**src/rtl/host_rx_display_seq.sv**
```systemverilog
// UART-rx to display sequencer: hex-digit display buffer, LED mirror and echo scheduling.
// Optional feature macro: IDLE_CLEAR_EN (auto-clear the display after IDLE_CYCLES of silence).
module host_rx_display_seq #(
    parameter int unsigned ECHO_DEPTH  = 4,
    parameter int unsigned BUSY_WAIT   = 8,
    parameter int unsigned IDLE_CYCLES = 160000000
) (
    input  logic        clk_in,
    input  logic        rst,
    input  logic [7:0]  rx_data,
    input  logic        rx_valid,
    input  logic        rx_error,
    input  logic        tx_busy,
    output logic [7:0]  tx_data,
    output logic        tx_start,
    output logic [15:0] disp_value,
    output logic [3:0]  disp_blank,
    output logic [7:0]  leds,
    output logic        overflow
);

    localparam int unsigned AW = (ECHO_DEPTH > 1) ? $clog2(ECHO_DEPTH) : 1;
    localparam int unsigned CW = $clog2(ECHO_DEPTH + 1);
    localparam int unsigned WW = (BUSY_WAIT > 1) ? $clog2(BUSY_WAIT + 1) : 1;

    typedef enum logic [1:0] {
        IDLE      = 2'd0,
        WAIT_BUSY = 2'd1,
        WAIT_DONE = 2'd2
    } state_t;

    state_t          state;
    state_t          state_next;
    logic [WW-1:0]   wait_cnt;

    logic [7:0]      mem [ECHO_DEPTH];
    logic [AW-1:0]   wr_ptr;
    logic [AW-1:0]   rd_ptr;
    logic [CW-1:0]   count;

    logic            accept;
    logic            fifo_empty;
    logic            fifo_full;
    logic            pop;
    logic            push_ok;
    logic            drop;
    logic            idle_hit;

    always_comb begin
        accept     = rx_valid & ~rx_error;
        fifo_empty = (count == '0);
        fifo_full  = (count == CW'(ECHO_DEPTH));
        pop        = (state == IDLE) && !fifo_empty && !tx_busy;
        // a pop frees the slot in the same cycle, so a full FIFO can still take the push
        push_ok    = accept && (!fifo_full || pop);
        drop       = accept && fifo_full && !pop;
    end

    always_ff @(posedge clk_in) begin
        if (push_ok) begin
            mem[wr_ptr] <= rx_data;
        end
    end

    always_ff @(posedge clk_in or posedge rst) begin
        if (rst) begin
            wr_ptr   <= '0;
            rd_ptr   <= '0;
            count    <= '0;
            overflow <= 1'b0;
            tx_data  <= '0;
            tx_start <= 1'b0;
        end else begin
            tx_start <= pop;
            if (push_ok) begin
                wr_ptr <= wr_ptr + AW'(1);
            end
            if (pop) begin
                rd_ptr  <= rd_ptr + AW'(1);
                tx_data <= mem[rd_ptr];
            end
            case ({push_ok, pop})
                2'b10:   count <= count + CW'(1);
                2'b01:   count <= count - CW'(1);
                default: count <= count;
            endcase
            if (drop) begin
                overflow <= 1'b1;
            end
        end
    end

    always_ff @(posedge clk_in or posedge rst) begin
        if (rst) begin
            state    <= IDLE;
            wait_cnt <= '0;
        end else begin
            state    <= state_next;
            wait_cnt <= (state == WAIT_BUSY) ? wait_cnt + WW'(1) : '0;
        end
    end

    always_comb begin
        state_next = state;
        case (state)
            IDLE: begin
                if (pop) begin
                    state_next = WAIT_BUSY;
                end
            end
            WAIT_BUSY: begin
                if (tx_busy) begin
                    state_next = WAIT_DONE;
                end else if (wait_cnt == WW'(BUSY_WAIT - 1)) begin
                    state_next = IDLE;
                end
            end
            WAIT_DONE: begin
                if (!tx_busy) begin
                    state_next = IDLE;
                end
            end
            default: state_next = IDLE;
        endcase
    end

`ifdef IDLE_CLEAR_EN
    localparam int unsigned IW = $clog2(IDLE_CYCLES + 1);
    logic [IW-1:0] idle_cnt;

    // saturates at IDLE_CYCLES so the clear fires once per quiet period
    always_ff @(posedge clk_in or posedge rst) begin
        if (rst) begin
            idle_cnt <= '0;
        end else if (accept) begin
            idle_cnt <= '0;
        end else if (idle_cnt != IW'(IDLE_CYCLES)) begin
            idle_cnt <= idle_cnt + IW'(1);
        end
    end

    always_comb idle_hit = !accept && (idle_cnt == IW'(IDLE_CYCLES - 1));
`else
    logic unused_idle_cfg;
    always_comb idle_hit = 1'b0;
    always_comb unused_idle_cfg = (IDLE_CYCLES != 0);
`endif

    always_ff @(posedge clk_in or posedge rst) begin
        if (rst) begin
            disp_value <= '0;
            disp_blank <= '1;
            leds       <= '0;
        end else if (accept) begin
            leds <= rx_data;
            if (rx_data == 8'h0A) begin
                disp_value <= '0;
                disp_blank <= '1;
            end else begin
                disp_value <= {disp_value[7:0], rx_data};
                disp_blank <= {disp_blank[1:0], 2'b00};
            end
        end else if (idle_hit) begin
            disp_value <= '0;
            disp_blank <= '1;
        end
    end

endmodule

```
**config.mk**
```make
export PLATFORM = sky130hd
export DESIGN_NAME = host_rx_display_seq
export DESIGN_NICKNAME = d
export VERILOG_FILES = /design/src/rtl/host_rx_display_seq.sv
export SDC_FILE = /design/constraint.sdc
export NUM_CORES = 1
export LEC_CHECK = 0
export CAP_MARGIN = 10
export CORE_ASPECT_RATIO = 0.5
export CORE_MARGIN = 1.5
export CORE_UTILIZATION = 48
export CTS_BUF_LIST = sky130_fd_sc_hd__clkbuf_16
export DETAILED_ROUTE_END_ITERATION = 8
export PLACE_DENSITY = 0.75
export REMOVE_ABC_BUFFERS = 1
export SLEW_MARGIN = 20
export SYNTH_ARGS = -nofsm -noshare
export SYNTH_HDL_FRONTEND = slang
export SYNTH_SLANG_ARGS = --single-unit
```
**constraint.sdc**
```tcl
create_clock -name clk_in -period 2.15 [get_ports clk_in]
set_input_delay 0.43 -clock clk_in [delete_from_list [all_inputs] [get_ports clk_in]]
set_output_delay 0.43 -clock clk_in [all_outputs]
set_load 0.005 [all_outputs]
```
### Word level (Yosys, flattened, before mapping)

Memories as Yosys holds them, arrays and structs flattened. A register that Yosys moved wholly into a read port is not among the register bits.
Index checks and enable logic that the tools add are counted.

* memory bits (writable): 32
* word-level logic and storage cells: 53
* register bits after elaboration: 43
* memories kept: 1
* output and inout bits: 38
* input bits: 13

* add/sub/neg operators: 5
* muxes and demuxes: 11
* bitwise operators: 2
* equal/unequal tests: 10
* reductions and logical operators: 14

Memories
* mem: words 4, bits a word 8, rd ports 1, clocked after Yosys merged registers in 1, wr ports 1, line 36 `logic [7:0] mem [ECHO_DEPTH];`

Operator list (number)
* $mux 16: 1
* $eq 8x4->1 const B: 1
* $mux 2: 4
* $mux 4: 2
* $pmux 2 s3: 1
* $pmux 3 s2: 1
* $logic_and 1x1->1: 5
* $add 2x1->2 const B: 2
* $add 4x1->4 const B: 1
* $eq 2x1->1 const B: 2
* $eq 2x2->1 const B: 2
* $eq 4x3->1 const B: 1
* $logic_not 1->1: 4
* $ne 2x2->1 const B: 2
* $add 3x1->3 const B: 1
* $eq 3x3->1 const B: 1
* $logic_not 3->1: 1
* $ne 3x2->1 const B: 1
* $reduce_and 3->1: 1
* $sub 3x1->3 const B: 1
* $logic_not 2->1: 1
* $mux 1: 2
* $reduce_bool 2->1: 1
* $and 1x1->1: 1
* other kinds (2): 2

### Depth between registers and ports, before layout

Gate-level depths: netlist of the first run.

* word-level depth: 8
* mapped depth: 9
* mapped depth without buffers: 8

### Worst setup path before layout of the first run

OpenSTA, ideal clock, no wires.

* path kind: input to register
* start: in rx_error
* end: reg count[2]
* data arrival time: 2.019 ns
* required time: 2.021 ns
* buffers on the path: 2
* cell stages on the path: 8
* slack: 0.002 ns
* library setup time: 0.129 ns
* path through: nand2b_1 buf_2 buf_1 nand2_1 fa_1 and2_1 a22o_4 xor2_1

* cells in the longest elaborated chain, start to end: 5

RTL lines
* start: declaration: line 12 `input logic rx_error,`
* $not 1->1 (*): line 50 `accept = rx_valid & ~rx_error;`
* $and 1x1->1 (*): line 50
* $logic_and 1x1->1 (*): line 55 `push_ok = accept && (!fifo_full || pop);`
* $eq 2x1->1 or $eq 2x2->1 (tied branches): line 82 `case ({push_ok, pop})`
* $pmux 3 s2 or $reduce_bool 2->1 (tied branches)
* end signal: assignment: line 83 `2'b10: count <= count + CW'(1);`
* end signal: assignment: line 84 `2'b01: count <= count - CW'(1);`
* end signal: assignment: line 85 `default: count <= count;`
* end: declaration: line 39 `logic [CW-1:0] count;`

Every way passes the cells marked *; elsewhere a longest branch is shown, timed or not.
A chain may end at the register's enable or synchronous reset.

### Worst setup path in the final report of the first run

* start: in tx_busy
* end: reg count[2]

* cells in the longest elaborated chain, start to end: 6

RTL lines
* start: declaration: line 13 `input logic tx_busy,`
* $logic_not 1->1 (*)
* $logic_and 1x1->1 (*): line 53 `pop = (state == IDLE) && !fifo_empty && !tx_busy;`
* $logic_or 1x1->1: line 55
* $logic_and 1x1->1: line 55
* $eq 2x1->1 or $eq 2x2->1 (tied branches): line 82
* $pmux 3 s2 or $reduce_bool 2->1 (tied branches)

Marks and branches as above.

==> results of run 1 <==
## worst max-delay path, cell delays in order
cell	delay, ps
clkdlybuf4s50_1	480
nor3_4	200
nand2_4	80
inv_4	50
nand2_1	60
fa_1	380
and2_1	160
a22o_4	210
xor2_1	130
## per-stage QoR
stage / instance area [um2] / hold WS, ps / utilization / setup TNS [ps] / cells
finish: 4387 / 446.9 / 0.6573 / 0 / 410
global route: 4387 / 478.4 / 0.6573 / 0 / 410
CTS: 4387 / 459.7 / 0.6573 / 0 / 410
detailed placement: 4078 / 458.3 / 0.6110 / -286.3 / 394
global placement: 4078 / 444.6 / 0.6110 / -123.6 / 394
floorplan: 3237 / 433.1 / - / -53.36 / 232
## cell type report
type                       count  share of cell area
sequential                    81              0.4991
multi-input combinational    143              0.2313
timing repair buffer          70              0.1654
clock buffer                   9             0.05134
tap                           92             0.02624
clock inverter                 7             0.01911
inverter                       8            0.007416
## power by group through the flow
stage          Sequential, W  Clock, W  Combinational (W)
2_1_floorplan        0.00221         0           0.000804
3_3_place_gp         0.00223         0            0.00138
3_5_place_dp         0.00226         0            0.00145
4_1_cts              0.00224   0.00160            0.00146
5_1_grt              0.00228   0.00165            0.00159
6_report             0.00223   0.00157            0.00144
## metal layers
| metal | GRT usage | vias to the layer above |
|---|---|---|
| li1 | - | 983 |
| met1 | 0.2295 | 1004 |
| met3 | 0.06296 | 9 |
| met2 | 0.3233 | 35 |
| met4 | 0.06891 | 0 |
| met5 | 0 | - |
## placed cells by master, fill, tap and decap left out, types with 2 or more instances in the layout
cell,netlist,layout
inv_1,7,6
clkbuf_16,0,9
mux2_2,2,2
o21ai_0,10,10
and2_1,5,5
nand2_1,64,64
dfstp_2,2,2
ha_1,5,5
nand3_1,3,3
buf_4,2,14
buf_12,0,6
inv_6,0,4
xnor2_1,5,5
mux4_2,8,8
nor2_1,7,7
dfrtp_1,47,47
or3_4,2,2
nand2b_1,3,3
xor2_1,3,3
mux2_4,6,6
o21ai_1,7,7
edfxtp_1,32,32
clkdlybuf4s50_1,0,50
## worst max-delay path by stage
stage / from / cells after the start / end
3_3_place_gp: tx_busy / 9 / count[2]
2_1_floorplan: rx_error / 6 / count[2]
4_1_cts: tx_busy / 9 / count[2]
5_1_grt: count[0] / 8 / count[1]
6_report: tx_busy / 9 / count[2]
3_5_place_dp: tx_busy / 9 / count[2]
## logic make-up after synthesis
kind of cell | count (synthesis) | synth area share
flops | 81 | 0.6631
compound gates | 24 | 0.04926
simple gates | 89 | 0.1232
fa+ha+maj | 6 | 0.02501
buf+inv | 20 | 0.02956
xor+xnor | 8 | 0.02122
mux | 16 | 0.08867
## synth_stat cells (all sizes together)
cell type and instances:
mux2 8, nand4bb 1, a22o 1, nor3 1, xor2 3, xnor2 5
o221ai 1, or4 1, dfstp 2, a21oi 1, o21ai 17, dfrtp 47
fa 1, and2 5, clkbuf 3, nand3 3, nand2b 3, ha 5
mux4 8, edfxtp 32, a21boi 1, nor2b 1, a31oi 1, or3 2
o31ai 1, buf 9, a41o 1, inv 8, nor2 7, nand2 65
## registers in the layout, indices dropped and copies added, names as in the netlist
signal / flops
tx_start: 1
state: 2
disp_value: 16
rd_ptr: 2
tx_data: 8
leds: 8
disp_blank: 2
mem: 32
wait_cnt: 4
wr_ptr: 2
count: 3
overflow: 1
==> reports/qor.txt, run 1 <==
Metal3 WL: 270 um
Pre-CTS setup slack: -188.4 ps
Worst EP required: 2370 ps
M1 WL: 2861 um
Run status: complete, no violations
Post-synth top area share: 0.3562
CORE AREA: 0.006674 mm2
Post-CTS setup repair buffer count: 0
Clock power share: 0.300
Synth top area cells: dfrtp_1 36%, edfxtp_1 29%, nand2_1 7.3%
Starting density of the core: 0.4948
Int Pwr: 0.003749 W
Hold_buf cts: 0
Synthesized area per cell: 13.53 um2
Top layer in use: met4
Finish-stage setup viols: 0
Total gr overflow: 0
Insertion delay to the later sink of the worst-skew pair: 340 ps
Synth Instances: 244
Sw Pwr: 0.001494 W
Final hold viol count: 0
CTS buffer count: 9
Setup ws final: 184.4 ps
YS warnings: 0
Longest Clk Path Bufs: 2
Leak: 1.827 nW
Largest net degree at the start of global routing: 50
TritonRoute pass-1 iters: 4
Cts repair resizes: 0
Routed wire length per instance: 15.80 um
FF+latch count, synth: 81
Total area of sequential cells: 0.002190 mm2
Clock skew: 8.041 ps
Hold WC Path Type: in -> async
Final net count: 332
Via Count: 2031
# IOs: 51
Slew margin rel.: 0.6352
Worst-path clk slew: 60 ps
CTS tree: yes
Fillers: 466
Hpwl dp: 4478 um
Sw frac: 0.2850
Gpl congestion: 0.7998
CTS sink cnt: 81
Die Y: 61.65 um
Chip width: 120.3 um
# diodes: 0
I/O Buffers: 50
Setup repair after global routing missed its margin: no
Row count: 21
Share of cells above drive strength 1: 0.1950
Vias/cell: 4.954
Combinational Power Share: 0.275
Slew at the pin closest to its max-slew limit: 547.3 ps
Post-Route WL: 6479 um
Drt first-iter violations: 160
DR DRC count: 0
Max Freq: 508.7 MHz
Critical Path AT: 2190 ps
First-pass GRT wire length: 9984 um
All-Layer GR Usage: 0.1876
Reg2reg end: count[1]
Vias in the first global route: 1978
Root buf cell: clkbuf_16
Seq/Total Area, Yosys: 0.6631
CP max FO: 4
Final total power: 0.005243 W
P&R area growth vs syn: 32.85%
Worst Setup Start Kind: input pin
Max IR drop VDD: 0.4870 mV
Crit path time final: 1966 ps
Initial antenna violation count: 0
Slew Limit Fails: 0
Reg-to-reg startpoint: count[0]
WL met2: 3253 um
Multi-input gate area in the final layout: 0.001015 mm2
H-tree depth: 3
Distinct cells, synth: 37
R2R depth: 8
Max-cap viol count: 0
Antenna Nets Post-Route: 0
Die area: 0.007416 mm2
WS Path Type: in -> reg
Seq pwr share: 0.425
Mapped Area: 0.003302 mm2
R2R setup slack: 260 ps
CP Capture Type: flip-flop
Final period util: 0.9142
Pwr dens: 1195 mW/mm2
Largest area contributor in the netlist: dfrtp_1
Note: power is estimated with default switching activity, not from simulation.
==> inputs of run 2 (changes only) <==
REMOVE_ABC_BUFFERS = default   (was 1)
==> run 2 against run 1 <==
Compared with the run above: setup slack got worse by 50 ps; utilization fell by 0.90 points; sequential share of layout area is 0.69 points higher; routed wire length down 1.4%; via count increased by 0.54%; largest cell class unchanged; non-clock buffer count is 2 lower; sequential cell count unchanged; sequential power about the same; cell area down 1.4%.
==> reports/qor.txt, run 2 (synthesis gave the netlist of run 1 again) <==
Slew margin rel.: 0.6169
CORE AREA: 0.006674 mm2
Drt first-iter violations: 137
I/O Buffers: 50
Largest regs: mem x32, disp_value x16
Setup ws final: 134.5 ps
Antenna Nets Post-Route: 0
Crit path time final: 2016 ps
Flip-flop count of the largest register after layout: 32
Max-cap viol count: 0
Slew Limit Fails: 0
TritonRoute pass-1 iters: 4
Clock skew: 6.500 ps
Vias in the first global route: 1935
Largest net degree at the start of global routing: 41
R2R setup slack: 250 ps
# IOs: 51
CP Capture Type: flip-flop
Vias/cell: 5.005
Run status: complete, no violations
WS Path Type: in -> reg
Post-Syn Nets: 263
Final period util: 0.9374
CP max stage delay: 510 ps
Final net count: 330
All-Layer GR Usage: 0.1878
Share of cells above drive strength 1: 0.1867
Gpl congestion: 0.8743
Die area: 0.007416 mm2
Insertion delay to the later sink of the worst-skew pair: 330 ps
Placed Instances: 392
Hold WC Path Type: in -> async
CP max FO: 4
Cts repair resizes: 0
Post-Route WL: 6389 um
Hpwl dp: 4504 um
Reg-to-reg startpoint: count[2]
Leak: 1.800 nW
CTS buffer count: 9
Commonest cells after routing, fill and taps aside: 64 x nand2_1, 50 x clkdlybuf4s50_1, 47 x dfrtp_1
Max IR drop VDD: 0.4828 mV
Pre-CTS setup slack: -186.0 ps
P&R area growth vs syn: 31.03%
Fillers: 490
Slew at the pin closest to its max-slew limit: 574.7 ps
Pwr dens: 1153 mW/mm2
Post-CTS setup repair buffer count: 0
Die Y: 61.65 um
Worst Setup Start Kind: input pin
Hold_buf cts: 0
Routed wire length per instance: 15.66 um
Slowest CP cell: clkdlybuf4s50_1
Chip width: 120.3 um
Finish-stage setup viols: 0
CP delay by family, top: buffers and inverters
Critical Path AT: 2210 ps
Setup repair after global routing missed its margin: no
R2R depth: 8
Most common cell after layout, fill and taps aside: nand2_1
H-tree depth: 3
Longest Clk Path Bufs: 2
Biggest register: mem
Worst EP required: 2350 ps
Cell Count, Final, Fillers Out: 408
Worst-path clk slew: 60 ps
Crit-path cells: clkdlybuf4s50_1, nor3_4, nand2_4, inv_4, nand2_1, fa_1, and2_1, a22o_4, xor2_1
Final hold viol count: 0
Row count: 21
# diodes: 0
First-pass GRT wire length: 10110 um
DR DRC count: 0
CTS sink cnt: 81
Total gr overflow: 0
Worst Path Buf+Inv: 2
Max Freq: 496.2 MHz
Via Count: 2042
Starting density of the core: 0.4948
Initial antenna violation count: 0
Reg2reg end: count[2]
CTS tree: yes
Root buf cell: clkbuf_16
[run 2: metal layers]
layer | global-route usage | up-vias | routed length, um
li1 | - | 971 | -
met1 | 0.2572 | 1023 | 2960
met2 | 0.3029 | 44 | 3127
met3 | 0.05463 | 4 | 269
met4 | 0.05210 | 0 | 31
met5 | 0 | - | 0
[run 2: where the power goes]
group,switching (W),internal (W)
sequential,0.000301,0.00194
combinational,0.000539,0.000872
clock,0.000573,0.000768
[run 2: layout make-up]
class / count / area (um2) / area share
clock buffers: 9 / 225.2 / 0.05205
clock inverters: 7 / 38.79 / 0.008965
repair buffers: 68 / 710.7 / 0.1643
inverters: 8 / 32.53 / 0.007519
multi-input cells: 143 / 1015 / 0.2345
well taps: 92 / 115.1 / 0.02660
flip-flops and latches: 81 / 2190 / 0.5061
[run 2: per-stage QoR]
| stage | cell area, um2 | hold slack, ps | total power, W | TNS, ps | util |
|---|---|---|---|---|---|
| after detailed placement | 4063 | 455.8 | 0.003688 | -763.7 | 0.6087 |
| after global placement | 4063 | 446.0 | 0.003607 | -120.4 | 0.6087 |
| after CTS | 4327 | 351.0 | 0.005033 | 0 | 0.6483 |
| after global routing | 4327 | 385.5 | 0.005265 | 0 | 0.6483 |
| after floorplan | 3302 | 433.1 | 0.003049 | 0 | - |
| final | 4327 | 345.0 | 0.004991 | 0 | 0.6483 |
[run 2: how the worst max path moves through the flow]
stage,from,end,slack [ps],cells past startpoint
6_report,tx_busy,count[2],130,9
5_1_grt,tx_busy,count[2],50,9
4_1_cts,tx_busy,count[2],140,9
3_5_place_dp,tx_busy,count[2],-190,9
3_3_place_gp,tx_busy,count[2],-120,9
2_1_floorplan,rx_error,count[2],2,8
[run 2: worst register-to-register path, cell delays in order, from the launching register on]
cell and delay [ps]:
dfrtp_1 510, or3_4 220, nand2_4 60, inv_4 50, nand2_1 50, fa_1 370, and2_1 160, a22o_4 210
xor2_1 140
==> inputs of run 3 (changes only) <==
clock period = 1.7 ns   (was 2.15 ns; I/O delays follow)
==> run 3 against run 2 <==
Compared with the run above: the run now ends with setup timing left; non-clock buffer count increased by 18; first-iteration DRC count down 28%; routed wire length grew 11%; sequential cell count did not move; cell area up 3.4%; critical endpoint unchanged; largest cell class unchanged.
==> reports/qor.txt, run 3 (synthesis gave the netlist of run 1 again) <==
Run status: complete, but fails checks
Failing checks: setup timing
# diodes: 0
Sw Pwr: 0.001968 W
Share of cells above drive strength 1: 0.2635
Chip width: 120.3 um
Slew margin rel.: 0.7212
Int Pwr: 0.004773 W
Vias/cell: 5.059
Setup repair after global routing missed its margin: yes
Multi-input gate area in the final layout: 0.001036 mm2
First-pass GRT wire length: 11390 um
Finish-stage setup viols: 34
Post-Route WL: 7116 um
I/O Buffers: 50
Setup TNS: -1200 ps
Final hold slack: 235.6 ps
Placed cell area: 0.004135 mm2
Max Freq: 554.4 MHz
Insertion delay to the later sink of the worst-skew pair: 340 ps
Flip-flop count of the largest register after layout: 32
Final net count: 348
# IOs: 51
Biggest register: mem
Placed Instances: 404
TritonRoute pass-1 iters: 4
Total gr overflow: 0
CP Capture Type: flip-flop
Max IR drop VDD: 0.7180 mV
All-Layer GR Usage: 0.2144
CORE AREA: 0.006674 mm2
Routed wire length per instance: 16.70 um
Final hold viol count: 0
H-tree depth: 3
Total area of sequential cells: 0.002191 mm2
Fillers: 473
Drt first-iter violations: 99
Final period util: 1.061
Largest net degree at the start of global routing: 42
Die area: 0.007416 mm2
Hpwl dp: 4896 um
Worst Setup Start Kind: flip-flop
Row count: 21
Pwr dens: 1507 mW/mm2
Critical Path AT: 2030 ps
Slew Limit Fails: 0
Seq pwr share: 0.412
Initial antenna violation count: 0
CP max FO: 2
Worst EP required: 1920 ps
CTS tree: yes
Sw frac: 0.2920
Leak: 1.921 nW
Final total power: 0.006742 W
Final instance area: 0.004474 mm2
Worst-path clk slew: 60 ps
Gpl congestion: 0.8035
Hold WC Path Type: in -> async
Root buf cell: clkbuf_16
R2R setup slack: -100 ps
CTS buffer count: 9
Die Y: 61.65 um
Crit path time final: 1804 ps
Antenna Nets Post-Route: 0
Post-Syn Nets: 263
Most common cell after layout, fill and taps aside: nand2_1
Max-cap viol count: 0
Setup ws final: -103.7 ps
Starting density of the core: 0.4948
P&R area growth vs syn: 35.51%
Via Count: 2155
Longest Clk Path Bufs: 2
Clock skew: 4.294 ps
Vias in the first global route: 2309
CTS sink cnt: 81
Cell Count, Final, Fillers Out: 426
DR DRC count: 0
WS Path Type: reg -> reg
Combinational Power Share: 0.316
Largest regs: mem x32, disp_value x16
Commonest cells after routing, fill and taps aside: 63 x nand2_1, 46 x dfrtp_1, 45 x clkdlybuf4s50_1
Clock power share: 0.272
Slew at the pin closest to its max-slew limit: 418.3 ps
## run 3: cell types whose count changed in the layout (fill, tap and decap cells not counted), sizes merged
cell           before  now
buf                18   36
clkdlybuf4s50      50   45
clkinv              4    3
clkinvlp            2    0
dlygate4sd2         0    5
inv                 9   12
## run 3: metrics by stage
| step | setup WS (ps) | utilization |
|---|---|---|
| after CTS | -65.12 | 0.6680 |
| final | -103.7 | 0.6704 |
| after global routing | -177.2 | 0.6704 |
| after global placement | -449.0 | 0.6196 |
| after detailed placement | -506.9 | 0.6196 |
| after floorplan | -293.0 | - |
## run 3: worst max-delay path, cell delays in order (launching register included)
cell	delay, ps
dfrtp_1	420
nor3_4	240
nand2_4	90
inv_4	60
nand2_2	50
fa_2	350
and2_4	150
a22o_4	210
xor2_1	140
## run 3: power groups by stage
stage	sequential, W	clock [W]	combinational [W]
6_report	0.00278	0.00184	0.00213
5_1_grt	0.00284	0.00196	0.00233
4_1_cts	0.00277	0.00188	0.00210
3_5_place_dp	0.00281	0	0.00197
3_3_place_gp	0.00278	0	0.00188
2_1_floorplan	0.00272	0	0.00117
## run 3: cell type report
| class | count | area share |
|---|---|---|
| multi-input combinational | 143 | 0.2315 |
| timing repair buffer | 86 | 0.1815 |
| inverter | 8 | 0.007271 |
| tap | 92 | 0.02573 |
| clock buffer | 9 | 0.05034 |
| clock inverter | 7 | 0.01398 |
| sequential | 81 | 0.4897 |
## run 3: metal layers
metal	global-route usage	part of all wire	routed length (um)	vias to the layer above
li1	-	-	-	1008
met5	0	0	0	-
met1	0.2665	0.42	2968	1090
met2	0.3649	0.51	3595	48
met4	0.08403	0.014	103	0
met3	0.06852	0.063	448	9
## run 3: final timing paths
kind                        startpoint             to  cells past startpoint
setup / recovery              state[1]       count[2]                      8
hold / removal                     rst       tx_start                      2
setup reg to reg              state[1]       count[2]                      8
hold reg to reg            wait_cnt[0]    wait_cnt[0]                      1
max in group asynchronous          rst  disp_blank[1]                      3
min in group clk_in        wait_cnt[0]    wait_cnt[0]                      1
## run 3: what timing repair did
item	CTS	global route
pin swaps	10	5
endpoints found under the setup margin	38	42
hold buffers	0	0
hold endpoints to repair	0	0
setup buffers	7	2
resized for setup	16	3
